File: src/rtl/button_led_ctrl_pkg.sv
`default_nettype none
// ============================================================================
//  Module   : button_led_ctrl_pkg
//  Purpose  : Shared constants for the button-to-LED controller slice.
//  Revision : 1.0  initial release
// ============================================================================
package button_led_ctrl_pkg;

  // Per-channel LED source select
  localparam logic MODE_DIRECT = 1'b0;
  localparam logic MODE_TOGGLE = 1'b1;

  // Counter width for a debounce window of db_cycles samples; never below 1 bit
  function automatic int db_cnt_width(input int db_cycles);
    return (db_cycles > 1) ? $clog2(db_cycles) : 1;
  endfunction

endpackage
`default_nettype wire

File: src/rtl/btn_debounce.sv
`default_nettype none
// ============================================================================
//  Module   : btn_debounce
//  Purpose  : One-channel button conditioner: 2-flop synchroniser, debounce
//             counter, stable level and one-cycle press pulse.
//  Revision : 1.0  initial release
// ============================================================================
module btn_debounce
  import button_led_ctrl_pkg::*;
#(
  parameter int DB_CYCLES   = 120000,
  parameter bit BUT_ACT_LOW = 1'b1
) (
  input  logic clk,
  input  logic rstn,
  input  logic but,
  output logic pressed,
  output logic press_p
);

  localparam int              c_cw       = db_cnt_width(DB_CYCLES);
  localparam logic [c_cw-1:0] c_cnt_max  = c_cw'(DB_CYCLES - 1);
  localparam logic [c_cw-1:0] c_cnt_one  = c_cw'(1);
  // Raw pin level of a released button, so reset does not look like a press
  localparam logic            c_idle_raw = BUT_ACT_LOW;

  logic            r_sync1;
  logic            r_sync2;
  logic [c_cw-1:0] r_cnt;
  logic            r_stable;
  logic            r_stable_d;
  logic            r_press_p;
  logic            w_lv;

  // Logical level: 1 means pressed regardless of pin polarity
  assign w_lv = r_sync2 ^ BUT_ACT_LOW;

  // Two-flop synchroniser for the asynchronous pin
  always_ff @(posedge clk or negedge rstn) begin
    if (!rstn) begin
      r_sync1 <= c_idle_raw;
      r_sync2 <= c_idle_raw;
    end else begin
      r_sync1 <= but;
      r_sync2 <= r_sync1;
    end
  end

  // Accept a new level only after DB_CYCLES consecutive disagreeing samples
  always_ff @(posedge clk or negedge rstn) begin
    if (!rstn) begin
      r_cnt    <= '0;
      r_stable <= 1'b0;
    end else if (w_lv == r_stable) begin
      r_cnt <= '0;
    end else if (r_cnt == c_cnt_max) begin
      r_stable <= w_lv;
      r_cnt    <= '0;
    end else begin
      r_cnt <= r_cnt + c_cnt_one;
    end
  end

  // Rising-edge detect on the stable level; releases produce no pulse
  always_ff @(posedge clk or negedge rstn) begin
    if (!rstn) begin
      r_stable_d <= 1'b0;
      r_press_p  <= 1'b0;
    end else begin
      r_stable_d <= r_stable;
      r_press_p  <= r_stable & ~r_stable_d;
    end
  end

  assign pressed = r_stable;
  assign press_p = r_press_p;

endmodule
`default_nettype wire

File: src/rtl/button_led_ctrl.sv
`default_nettype none
// ============================================================================
//  Module   : button_led_ctrl
//  Purpose  : N-channel button-to-LED controller. Each button is debounced;
//             each LED follows either the debounced level or a toggle bit.
//  Revision : 1.0  initial release
// ============================================================================
module button_led_ctrl
  import button_led_ctrl_pkg::*;
#(
  parameter int NCH         = 2,
  parameter int DB_CYCLES   = 120000,
  parameter bit BUT_ACT_LOW = 1'b1,
  parameter bit LED_ACT_LOW = 1'b0
) (
  input  logic           clk,
  input  logic           rstn,
  input  logic [NCH-1:0] but,
  input  logic [NCH-1:0] mode,
  output logic [NCH-1:0] led,
  output logic [NCH-1:0] pressed,
  output logic [NCH-1:0] press_p
);

  localparam logic [NCH-1:0] c_led_inv = {NCH{LED_ACT_LOW}};

  logic [NCH-1:0] w_stable;
  logic [NCH-1:0] w_press_p;
  logic [NCH-1:0] w_led_int;
  logic [NCH-1:0] r_tog;
  logic [NCH-1:0] r_led;

  generate
    for (genvar gi = 0; gi < NCH; gi++) begin : g_ch
      btn_debounce #(
        .DB_CYCLES   (DB_CYCLES),
        .BUT_ACT_LOW (BUT_ACT_LOW)
      ) u_db (
        .clk     (clk),
        .rstn    (rstn),
        .but     (but[gi]),
        .pressed (w_stable[gi]),
        .press_p (w_press_p[gi])
      );
    end
  endgenerate

  // Toggle state flips on every accepted press, whatever the current mode
  always_ff @(posedge clk or negedge rstn) begin
    if (!rstn) begin
      r_tog <= '0;
    end else begin
      r_tog <= r_tog ^ w_press_p;
    end
  end

  // Per-channel LED source select
  always_comb begin
    w_led_int = '0;
    for (int i = 0; i < NCH; i++) begin
      w_led_int[i] = (mode[i] == MODE_TOGGLE) ? r_tog[i] : w_stable[i];
    end
  end

  // Registered LED drive with pin polarity applied
  always_ff @(posedge clk or negedge rstn) begin
    if (!rstn) begin
      r_led <= c_led_inv;
    end else begin
      r_led <= w_led_int ^ c_led_inv;
    end
  end

  assign led     = r_led;
  assign pressed = w_stable;
  assign press_p = w_press_p;

endmodule
`default_nettype wire
File: config.mk
export PLATFORM = sky130hd
export DESIGN_NAME = button_led_ctrl
export DESIGN_NICKNAME = d
export VERILOG_FILES = /design/src/rtl/button_led_ctrl_pkg.sv /design/src/rtl/btn_debounce.sv /design/src/rtl/button_led_ctrl.sv
export SDC_FILE = /design/constraint.sdc
export NUM_CORES = 1
export LEC_CHECK = 0
export ABC_AREA = 1
export BUFFER_PORTS_ARGS = -buffer_cell sky130_fd_sc_hd__buf_4
export CORE_MARGIN = 1.5
export CORE_UTILIZATION = 55
export CTS_CLUSTER_DIAMETER = 50
export DETAILED_ROUTE_END_ITERATION = 10
export PLACE_DENSITY = 0.73
export SKIP_LAST_GASP = 1
export SLEW_MARGIN = 20
export SYNTH_ARGS = -nofsm -noshare
export SYNTH_HDL_FRONTEND = slang
export SYNTH_SLANG_ARGS = --single-unit
File: constraint.sdc
create_clock -name clk -period 2.9 [get_ports clk]
set_clock_uncertainty 0.05 [all_clocks]
set_input_delay 0.145 -clock clk [delete_from_list [all_inputs] [get_ports clk]]
set_output_delay 0.145 -clock clk [all_outputs]
set_load 0.005 [all_outputs]
==> results of run 1 <==
==> registers in the layout, summed over array words and instances, names as in the netlist <==
name                  count
led                       2
g_ch.u_db.r_sync2         2
g_ch.u_db.r_sync1         2
g_ch.u_db.r_stable_d      2
g_ch.u_db.r_cnt          34
g_ch.u_db.press_p         2
g_ch.u_db.pressed         2
r_tog                     2
==> worst register-to-register path, cell delays in order (launching register included) <==
cell and delay (ns):
dfrtp_1 0.40, ha_1 0.27, nand3_4 0.13, nor2_1 0.14, nand3_1 0.09, nand2_1 0.30, nor2_1 0.10
==> cell type report <==
class                           instances  area, sq um
Tap cell                               52         65.1
Fill cell                             389         1620
Inverter                               35          131
Sequential cell                        48         1210
Timing Repair Buffer                   16          133
Clock buffer                            5         68.8
Clock inverter                          3         42.5
Multi-Input combinational cell        222         1120
==> logic make-up after synthesis <==
group,after synthesis
AO/OA/AOI/OAI,16
XOR/XNOR,15
adder cells (fa/ha/maj),2
buffers and inverters,41
flip-flops,48
AND/OR/NAND/NOR,189
==> per-stage QoR <==
step	utilization [%]	hold WS, ns	instances	cell area, sq um	setup WS, ns
4_1_cts	63.2	0.309	381	2770	1.27
2_1_floorplan	-	-0.201	311	2510	1.57
3_3_place_gp	59.5	0.146	368	2610	1.41
3_5_place_dp	59.5	0.145	368	2610	1.30
6_report	63.2	0.308	381	2770	1.30
5_1_grt	63.2	0.312	381	2770	1.13
==> placed cells by master, fill, tap and decap left out, drive strengths merged <==
master	count
nand2	79
nor2	72
dfrtp	44
inv	35
nand3	21
nand4	12
xor2	11
buf	11
o21ai	7
a21oi	5
clkbuf	5
dlygate4sd3	5
xnor2	4
dfstp	4
o21bai	4
nor3	3
nor3b	2
ha	2
clkinv	1
bufinv	1
clkinvlp	1
==> worst paths after layout <==
path	to	slack [ns]	depth (start not counted)
max in group asynchronous	g_ch[0].u_db.r_cnt[12]	2.06	2
worst min register to register	g_ch[1].u_db.r_sync2	0.31	0
min in group asynchronous	g_ch[1].u_db.r_cnt[9]	0.33	2
worst max-delay path	g_ch[0].u_db.r_cnt[16]	1.30	6
worst min-delay path	g_ch[1].u_db.r_sync2	0.31	0
worst max register to register	g_ch[0].u_db.r_cnt[16]	1.30	6
==> report_power, final <==
| part | total (W) | internal [W] | switching (W) |
|---|---|---|---|
| registers | 0.000689 | 0.000680 | 0.00000869 |
| logic | 0.0000470 | 0.0000165 | 0.0000304 |
| clock network | 0.000482 | 0.000255 | 0.000226 |
==> cell usage after synthesis (all sizes together) <==
master / number
nand3: 21
nand2: 79
o21ai: 7
dfrtp: 44
o21bai: 4
xnor2: 4
nor2: 72
dfstp: 4
inv: 35
nor3b: 2
xor2: 11
nand4: 12
ha: 2
a21oi: 5
buf: 6
nor3: 3
==> what timing repair did <==
item,CTS,global route
buffers inserted,0,0
hold endpoints to repair,48,0
hold buffers,5,0
==> routing by layer <==
| metal | vias to the layer above | wire, um | global-route usage (%) |
|---|---|---|---|
| met5 | - | 0 | 0 |
| li1 | 1001 | - | - |
| met4 | 0 | 51 | 5.45 |
| met1 | 896 | 2340 | 31.6 |
| met2 | 67 | 2040 | 31.6 |
| met3 | 7 | 338 | 5.56 |
==> metrics.md, run 1 <==
| Metric | Value |
|---|---|
| Slowest CP cell | `dfrtp_1` |
| Die Y | `about 71 um` |
| Nets@finish | `between 300 and 400` |
| Fin crit share | `a little under three fifths` |
| Max Slew Vio Count | `0` |
| H-tree depth | `2` |
| Max IR drop VDD | `292 uV` |
| Clock slew at reported path FFs | `about 0.08 ns` |
| Synth Area in XOR/XNOR | `under 10%` |
| Mux cell area share after synthesis | `0%` |
| CTS sink count | `48` |
| Setup TNS Final | `0 ns` |
| Post-synth top area share | `43.9%` |
| Final Hold Fails | `0` |
| PD cells | `between 400 and 500 nW/um^2` |
| Syn Nets | `roughly 320` |
| DR WL/cell | `about 13 um` |
| Max Fclk | `0.627 GHz` |
| DR iter-0 viols | `176` |
| GR Overflow Total | `0` |
| Synthesized-area fraction occupied by adder cells | `less than 1%` |
| Die width | `between 70 and 80 um` |
| Core Rows | `24` |
| Reg2reg start | `g_ch[0].u_db.r_cnt[0]` |
| Worst-Margin Slew | `~0.59 ns` |
| Worst hold path class | `reg -> reg` |
| WP data required | `between 3 and 4 ns` |
| Worst path cell trace | `ha_1 > nand3_4 > nor2_1 > nand3_1 > nand2_1 > nor2_1` |
| Max_slew headroom | `60.5%` |
| Maximum clock path buffer count | `2` |
| DP Wirelength | `3.38 mm` |
| CP bufs+invs | `0` |
| Initial antenna violation count | `0` |
| Top delay family on crit path | `simple AND/OR/NAND/NOR gates` |
| ANT cells | `0` |
| Final setup fails | `0` |
| Number of global-route vias before repair | `roughly 1,900` |
| Syn Inst Count | `between 300 and 400` |
| Largest family of logic cells by synthesized area | `simple AND/OR/NAND/NOR gates` |
| Hold_sp | `g_ch[1].u_db.r_sync1` |
| Crit path capture type | `register` |
| Drt pass-1 iters | `4` |
| Total Power | `~0.0012 W` |
| DRC | `0` |
| Vias per inst | `a little over 5` |
| Tot GR Track Use | `about a fifth` |
| Post-synthesis simple-gate area fraction | `34.8%` |
| RSZ-0062 raised after global routing | `no` |
| Final min period | `approximately 1.6 ns` |
| Register bit count reported by yosys | `48` |
| Layout cells sized above 1 | `14.3%` |
| Clk_lat worst skew | `0.30 ns` |
| TritonCTS clock tree | `yes` |
| Area Growth Syn to Fin | `10.4%` |
| Synth warn | `0` |
| Num CTS Buffers | `5` |
| Largest net degree at the start of global routing | `just under 50` |
| Initial core utilization | `between 50% and 60%` |
| DIE AREA | `4980 sq um` |
| Status | `complete, no violations` |
| Mean post-synth cell area | `about 8.1 sq um` |
| Startpoint Class | `register` |
| I/O Buffers | `11` |
| Worst path arrival time | `between 1.5 and 2 ns` |
| Leading area contributor after synthesis | `dfrtp_1` |
| Seq/Total Area, Yosys | `approximately 48%` |
| Routed Antenna Nets | `0` |
| I/O pin count | `12` |
| Worst Setup SP | `g_ch[0].u_db.r_cnt[0]` |
| Compound-gate portion of the synthesized area | `about 3.7%` |
| CTS resizes | `0` |
| Vias | `~2,000` |
| Netlist cell types | `25` |
| RePlAce Congestion | `roughly 0.90` |
| Max incr delay on CP | `approximately 0.4 ns` |
| WS Path Type | `reg -> reg` |
| Maxcap violations | `0` |
| Cell mode on critical path | `nor2_1` |
| Cell Area, Synth | `~2500 sq um` |
| Clk root buf | `clkbuf_8` |
| Total wire length | `about 4.8 mm` |
| Area of the core | `roughly 4400 sq um` |
| Area contributors post-synth | `dfrtp_1, nand2_1, nor2_1, inv_1, dfstp_2` |
| P_leak | `around 1.2 nW` |
| Crit path max fanout | `11` |
| First-pass GRT wire length | `~8.4 mm` |
(Power assumes the default switching activity.)
==> run 2: changes to the inputs <==
ABC_AREA = 0   (was 1)
clock period = 1.62 ns   (was 2.9 ns; I/O delays follow)
==> run 2 against run 1 <==
The flow now finishes with violations (setup timing). Final cell count down 23%. Worst setup slack worse by 1.4 ns. Count of clock-buffer cells in the layout unchanged. Largest cell class unchanged. Sequential power up 79%. Critical path depth down 1. First-iteration DRC count down 47%. Synthesized area down 14%. Total power up 69%. Core utilization up 7.3 points. Via count down 21%. Non-clock buffer count up 24. Synthesized cell count down 34%.
==> metrics.md, run 2 <==
| Metric | Value |
|---|---|
| Status | `finished, violations left` |
| Failing checks | `setup timing` |
| Max reg flops | `34` |
| Synth warn | `0` |
| Max_slew headroom | `about three fifths` |
| Tot GR Track Use | `a little over a fifth` |
| Area of the core | `roughly 3700 sq um` |
| Largest Register | `g_ch.u_db.r_cnt` |
| H-tree depth | `2` |
| R2R depth | `5` |
| I/O pin count | `12` |
| Cell Area, Synth | `between 2000 and 2500 sq um` |
| Clock slew at reported path FFs | `approximately 0.090 ns` |
| Initial core utilization | `about three fifths` |
| Commonest non-fill, non-tap cell in the layout | `dfrtp_1` |
| Min Hold Slack | `between 0.2 and 0.3 ns` |
| Die width | `around 66 um` |
| Clk root buf | `clkbuf_8` |
| Nets@finish | `252` |
| Vias per inst | `around 5.3` |
| DR iter-0 viols | `94` |
| Setup WS post-layout | `-0.117 ns` |
| Max IR drop VDD | `604 uV` |
| Max Slew Vio Count | `0` |
| First-pass GRT wire length | `6.90 mm` |
| RSZ-0062 raised after global routing | `yes` |
| R2R Path End | `g_ch[0].u_db.r_cnt[16]` |
| DR WL/cell | `between 10 and 15 um` |
| DP Wirelength | `~2.6 mm` |
| Register bit count reported by yosys | `48` |
| CTS sink count | `48` |
| Clk_lat worst skew | `0.30 ns` |
| I/O Buffers | `11` |
| Final Util | `a little over two thirds` |
| Setup WS pre-CTS | `-0.0961 ns` |
| Fin crit share | `107%` |
| Netlist cell types | `30` |
| Synth top cells by count | `dfrtp_1, nor2_1, xnor2_1` |
| Count leader, synth | `dfrtp_1` |
| Maximum clock path buffer count | `2` |
| Final Hold Fails | `0` |
| Largest net degree at the start of global routing | `between 40 and 50` |
| ANT cells | `0` |
| DRC | `0` |
| Reg2reg setup slack | `-0.12 ns` |
| Area Growth Syn to Fin | `21.4%` |
| Crit path max fanout | `17` |
| Worst path arrival time | `~1.9 ns` |
| Syn Nets | `between 200 and 250` |
| WP data required | `1.76 ns` |
| Fill count | `about 270` |
| Leading area contributor after synthesis | `dfrtp_1` |
| Worst-Margin Slew | `just under 0.6 ns` |
| Most frequent cells in the layout | `dfrtp_1, nor2_1, buf_4` |
| DIE AREA | `approximately 4300 sq um` |
| PD cells | `784 nW/um^2` |
| Initial antenna violation count | `0` |
| Maxcap violations | `0` |
| Number of global-route vias before repair | `around 1,600` |
| GR Overflow Total | `0` |
| Routed Antenna Nets | `0` |
| Total wire length | `around 3.9 mm` |
| Main synth FF type | `dfrtp_1` |
| Area contributors post-synth | `dfrtp_1, xnor2_1, nor2_1, dfstp_2, nand3_1` |
| Layout cells sized above 1 | `22.9%` |
| EDFF count, synth | `0` |
| P_leak | `~1.1 nW` |
| Final setup fails | `18` |
| Max Fclk | `approximately 0.58 GHz` |
| Syn Inst Count | `approximately 200` |
| Startpoint Class | `register` |
| Placed Instance Area | `between 2000 and 2500 sq um` |
| Final min period | `between 1.5 and 2 ns` |
| RePlAce Congestion | `around 0.83` |
| TritonCTS clock tree | `yes` |
| Mean post-synth cell area | `10.5 sq um` |
| Async S/R FF share, synth | `between 90% and 100%` |
| Total Power | `~0.0021 W` |
| Post-synth top area share | `about half` |
| Drt pass-1 iters | `5` |
| Crit path capture type | `register` |
| Vias | `roughly 1,600` |
| WS Path Type | `reg -> reg` |
| Worst hold path class | `in -> async` |
| Core Rows | `22` |
| Reg2reg start | `g_ch[0].u_db.r_cnt[9]` |
| Seq/Total Area, Yosys | `a little under three fifths` |
| Final instance area | `2620 sq um` |
| Die Y | `between 60 and 70 um` |
| Num CTS Buffers | `5` |
-- run 2: cell count changes after synthesis, sizes merged, moves of 3 or more --
cell / previous run / this run
nor2: 72 / 41
xnor2: 4 / 26
nor3: 3 / 10
nand2: 79 / 9
xor2: 11 / 6
inv: 35 / 9
a21oi: 5 / 2
nand4: 12 / 8
o21ai: 7 / 3
nor4: 0 / 8
o21bai: 4 / 0
nand3: 21 / 12
buf: 6 / 9
-- run 2: report_power, final --
| part | switching [W] | internal (W) |
|---|---|---|
| Sequential | 0.0000128 | 0.00122 |
| Clock | 0.000406 | 0.000306 |
| Combinational | 0.0000617 | 0.0000497 |
-- run 2: what timing repair did --
item | in CTS | in global routing
pin swaps | 1 | 4
hold buffers | 5 | 0
endpoints found under the setup margin | 18 | 34
buffers inserted | 1 | 2
endpoints found under the hold margin | 48 | 0
gates resized for setup | 3 | 3
-- run 2: layout make-up --
class                   instances  area [sq um]  share of cell area (%)
flip-flops and latches         48          1210                    46.0
multi-input cells             140           890                    34.0
repair buffers                 40           338                    12.9
clock buffers                   5          68.8                    2.63
well taps                      48          60.1                    2.29
inverters                       9          33.8                    1.29
clock inverters                 3          23.8                   0.907
-- run 2: layer usage --
layer  GRT usage (%)  routed length, um
met2            37.5               2010
met5               0                  0
met3            4.62                112
met4            7.29                 48
met1            25.4               1690
-- run 2: critical path, stage by stage (launching register included) --
cell      delay, ns
dfrtp_1        0.39
or4bb_1        0.55
nor4_4         0.26
nand2b_4       0.19
buf_12         0.14
a21oi_1        0.05
-- run 2: cells by family (layout without fill, tap and decap cells) --
kind of cell | Yosys count | after routing | share of synthesized area (%)
DFF | 48 | 48 | 55.9
muxes | 2 | 2 | 0.928
and+or+nand+nor | 97 | 97 | 22.0
AOI/OAI and AO/OA | 7 | 7 | 1.91
buffers and inverters | 18 | 57 | 5.10
xor gates and xnor gates | 32 | 32 | 13.0
adders and majority gates | 2 | 2 | 1.16
-- run 2: how the worst max path moves through the flow --
stage,from,to,slack (ns),cells after the start
2_1_floorplan,g_ch[0].u_db.r_cnt[9],g_ch[0].u_db.r_cnt[0],-0.13,6
6_report,g_ch[0].u_db.r_cnt[9],g_ch[0].u_db.r_cnt[16],-0.12,5
3_5_place_dp,g_ch[0].u_db.r_cnt[9],g_ch[0].u_db.r_cnt[16],-0.1,5
5_1_grt,g_ch[0].u_db.r_cnt[9],g_ch[0].u_db.r_cnt[16],-0.18,5
4_1_cts,g_ch[0].u_db.r_cnt[13],g_ch[0].u_db.r_cnt[16],-0.1,5
3_3_place_gp,g_ch[0].u_db.r_cnt[9],g_ch[0].u_db.r_cnt[15],-0.03,5
-- run 2: stage by stage --
step	cells	setup TNS, ns
2_1_floorplan	206	-1.48
3_3_place_gp	277	-0.378
3_5_place_dp	277	-1.36
4_1_cts	291	-1.39
5_1_grt	293	-2.99
6_report	293	-1.81
==> run 3: changes to the inputs <==
BUFFER_PORTS_ARGS = not set   (was -buffer_cell sky130_fd_sc_hd__buf_4)
DONT_BUFFER_PORTS = 1   (was not set)
PLACE_DENSITY = 0.7   (was 0.73)
==> run 3 against run 2 <==
The run still ends with setup timing left. Wire length grew 11%. First-iteration DRC count grew 81%. Final cell count shrank 1.0%. Final area grew 1.8%. Count of clock-buffer cells in the layout grew 1. Die area is the same. Highest routed layer unchanged.
==> metrics.md, run 3 (same netlist as run 2, synthesis figures left out) <==
| Metric | Value |
|---|---|
| Largest net degree at the start of global routing | `49` |
| H-tree depth | `2` |
| Maximum clock path buffer count | `2` |
| GR Util met3 | `5.48%` |
| Final Hold Fails | `0` |
| Worst path cell trace | `or4b_4 > nor4_4 > nand2b_4 > buf_6 > nor2_4` |
| DR WL/cell | `about 15 um` |
| Worst hold path class | `in -> async` |
| CTS sink count | `48` |
| Routed Antenna Nets | `0` |
| First-pass GRT wire length | `approximately 7.0 mm` |
| Multi-input logic area | `between 900 and 1000 sq um` |
| Die Y | `about 66 um` |
| Layout cells sized above 1 | `about a quarter` |
| Failing checks | `setup timing` |
| Max Slew Vio Count | `0` |
| I/O pin count | `12` |
| Reg area | `roughly 1200 sq um` |
| Commonest non-fill, non-tap cell in the layout | `dfrtp_1` |
| Num CTS Buffers | `5` |
| PD cells | `a little under 800 nW/um^2` |
| Tot GR Track Use | `between 20% and 30%` |
| I/O Buffers | `0` |
| Met2 Track Usage GR | `about a third` |
| Grt met1 use | `29.5%` |
| Worst path arrival time | `1.91 ns` |
| Max_slew headroom | `between 70% and 80%` |
| DP Wirelength | `roughly 2.8 mm` |
| RePlAce Congestion | `about 0.90` |
| Most frequent cells in the layout | `dfrtp_1, nor2_1, buf_4` |
| Die width | `approximately 66 um` |
| Max reg flops | `34` |
| Worst-Margin Slew | `~0.38 ns` |
| Max incr delay on CP | `~0.55 ns` |
| P_leak | `1.11 nW` |
| Status | `finished, violations left` |
| Crit path capture type | `register` |
| Clk_lat worst skew | `~0.30 ns` |
| Fill count | `~260` |
| Reg2reg setup slack | `-0.16 ns` |
| Maxcap violations | `0` |
| Final setup fails | `18` |
| Fin crit share | `110%` |
| GR Overflow Total | `0` |
| Max Fclk | `between 0.5 and 0.6 GHz` |
| Final min period | `1.78 ns` |
| Area Growth Syn to Fin | `23.6%` |
| Min Hold Slack | `about 0.23 ns` |
| Startpoint Class | `register` |
| Slowest CP cell | `or4b_4` |
| DIE AREA | `roughly 4300 sq um` |
| TritonCTS clock tree | `yes` |
| Total wire length | `~4.3 mm` |
| WS Path Type | `reg -> reg` |
| ANT cells | `0` |
| DRC | `0` |
| Largest Register | `g_ch.u_db.r_cnt` |
| Global route hottest layer | `met2` |
| Clk root buf | `clkbuf_8` |
| WP data required | `1.75 ns` |
| Number of global-route vias before repair | `between 1,500 and 2,000` |
| Initial core utilization | `around 58%` |
| Setup WS post-layout | `-0.156 ns` |
| Area of the core | `between 3000 and 4000 sq um` |
| Crit path max fanout | `5` |
| Setup WS pre-CTS | `-0.156 ns` |
| Initial antenna violation count | `0` |
| Core Rows | `22` |
| Drt pass-1 iters | `4` |
| Clock slew at reported path FFs | `0.09 ns` |
| Vias per inst | `roughly 5.4` |
| Max IR drop VDD | `626 uV` |
| RSZ-0062 raised after global routing | `yes` |
| Vias | `1,574` |
| DR iter-0 viols | `170` |
| Nets@finish | `249` |
-- run 3: per-layer routing --
| layer | vias to the layer above | part of all wire, % |
|---|---|---|
| met2 | 42 | 50 |
| met4 | 0 | 1.6 |
| li1 | 756 | - |
| met3 | 7 | 4.2 |
| met1 | 769 | 44 |
| met5 | - | 0 |
-- run 3: area by class of cell --
class	instances	area share, %
Tap cell	48	2.25
Sequential cell	48	45.2
Timing Repair Buffer	37	12.4
Clock inverter	2	0.563
Inverter	9	1.27
Multi-Input combinational cell	140	35.2
Clock buffer	6	3.10
-- run 3: stage by stage --
step                      power (W)  std cells  TNS (ns)  cell area [sq um]  utilization, %
after detailed placement    0.00132        268     -2.21               2330            62.8
after global routing        0.00219        290     -3.24               2670            71.8
after floorplan             0.00130        206     -1.48               2170               -
after CTS                   0.00212        283     -2.37               2550            68.7
after global placement      0.00132        268    -0.380               2330            62.8
final                       0.00211        290     -2.48               2670            71.8
-- run 3: final timing paths --
| path | startpoint | end | cells past startpoint |
|---|---|---|---|
| setup / recovery | g_ch[0].u_db.r_cnt[8] | g_ch[0].u_db.r_cnt[5] | 5 |
| hold / removal | rstn | g_ch[0].u_db.r_cnt[13] | 2 |
| setup reg to reg | g_ch[0].u_db.r_cnt[8] | g_ch[0].u_db.r_cnt[5] | 5 |
| hold reg to reg | g_ch[1].u_db.r_sync1 | g_ch[1].u_db.r_sync2 | 0 |
| max in group asynchronous | rstn | g_ch[0].u_db.r_sync2 | 2 |
| min in group clk | but[1] | g_ch[1].u_db.r_sync1 | 1 |
-- run 3: critical path, delay by kind of cell, from the launching register on --
| family | cells | cell delay [ns] |
|---|---|---|
| and+or+nand+nor | 4 | 1.08 |
| DFF | 1 | 0.39 |
| buffers and inverters | 1 | 0.14 |
-- run 3: what timing repair did --
| action | CTS | global route |
|---|---|---|
| endpoints found under the setup margin | 18 | 35 |
| gates cloned | 1 | 0 |
| buffers inserted | 0 | 7 |
| hold endpoints to repair | 52 | 0 |
| pin swaps | 3 | 6 |
| hold buffers | 6 | 0 |
| resized for setup | 8 | 13 |
-- run 3: where the power goes --
part	total (W)	switching [W]	leakage, nW	internal [W]
Combinational	0.000120	0.0000668	0.414	0.0000533
Sequential	0.00123	0.0000131	0.652	0.00122
Clock	0.000755	0.000409	0.0434	0.000346
Total	0.00211	0.000489	1.11	0.00162
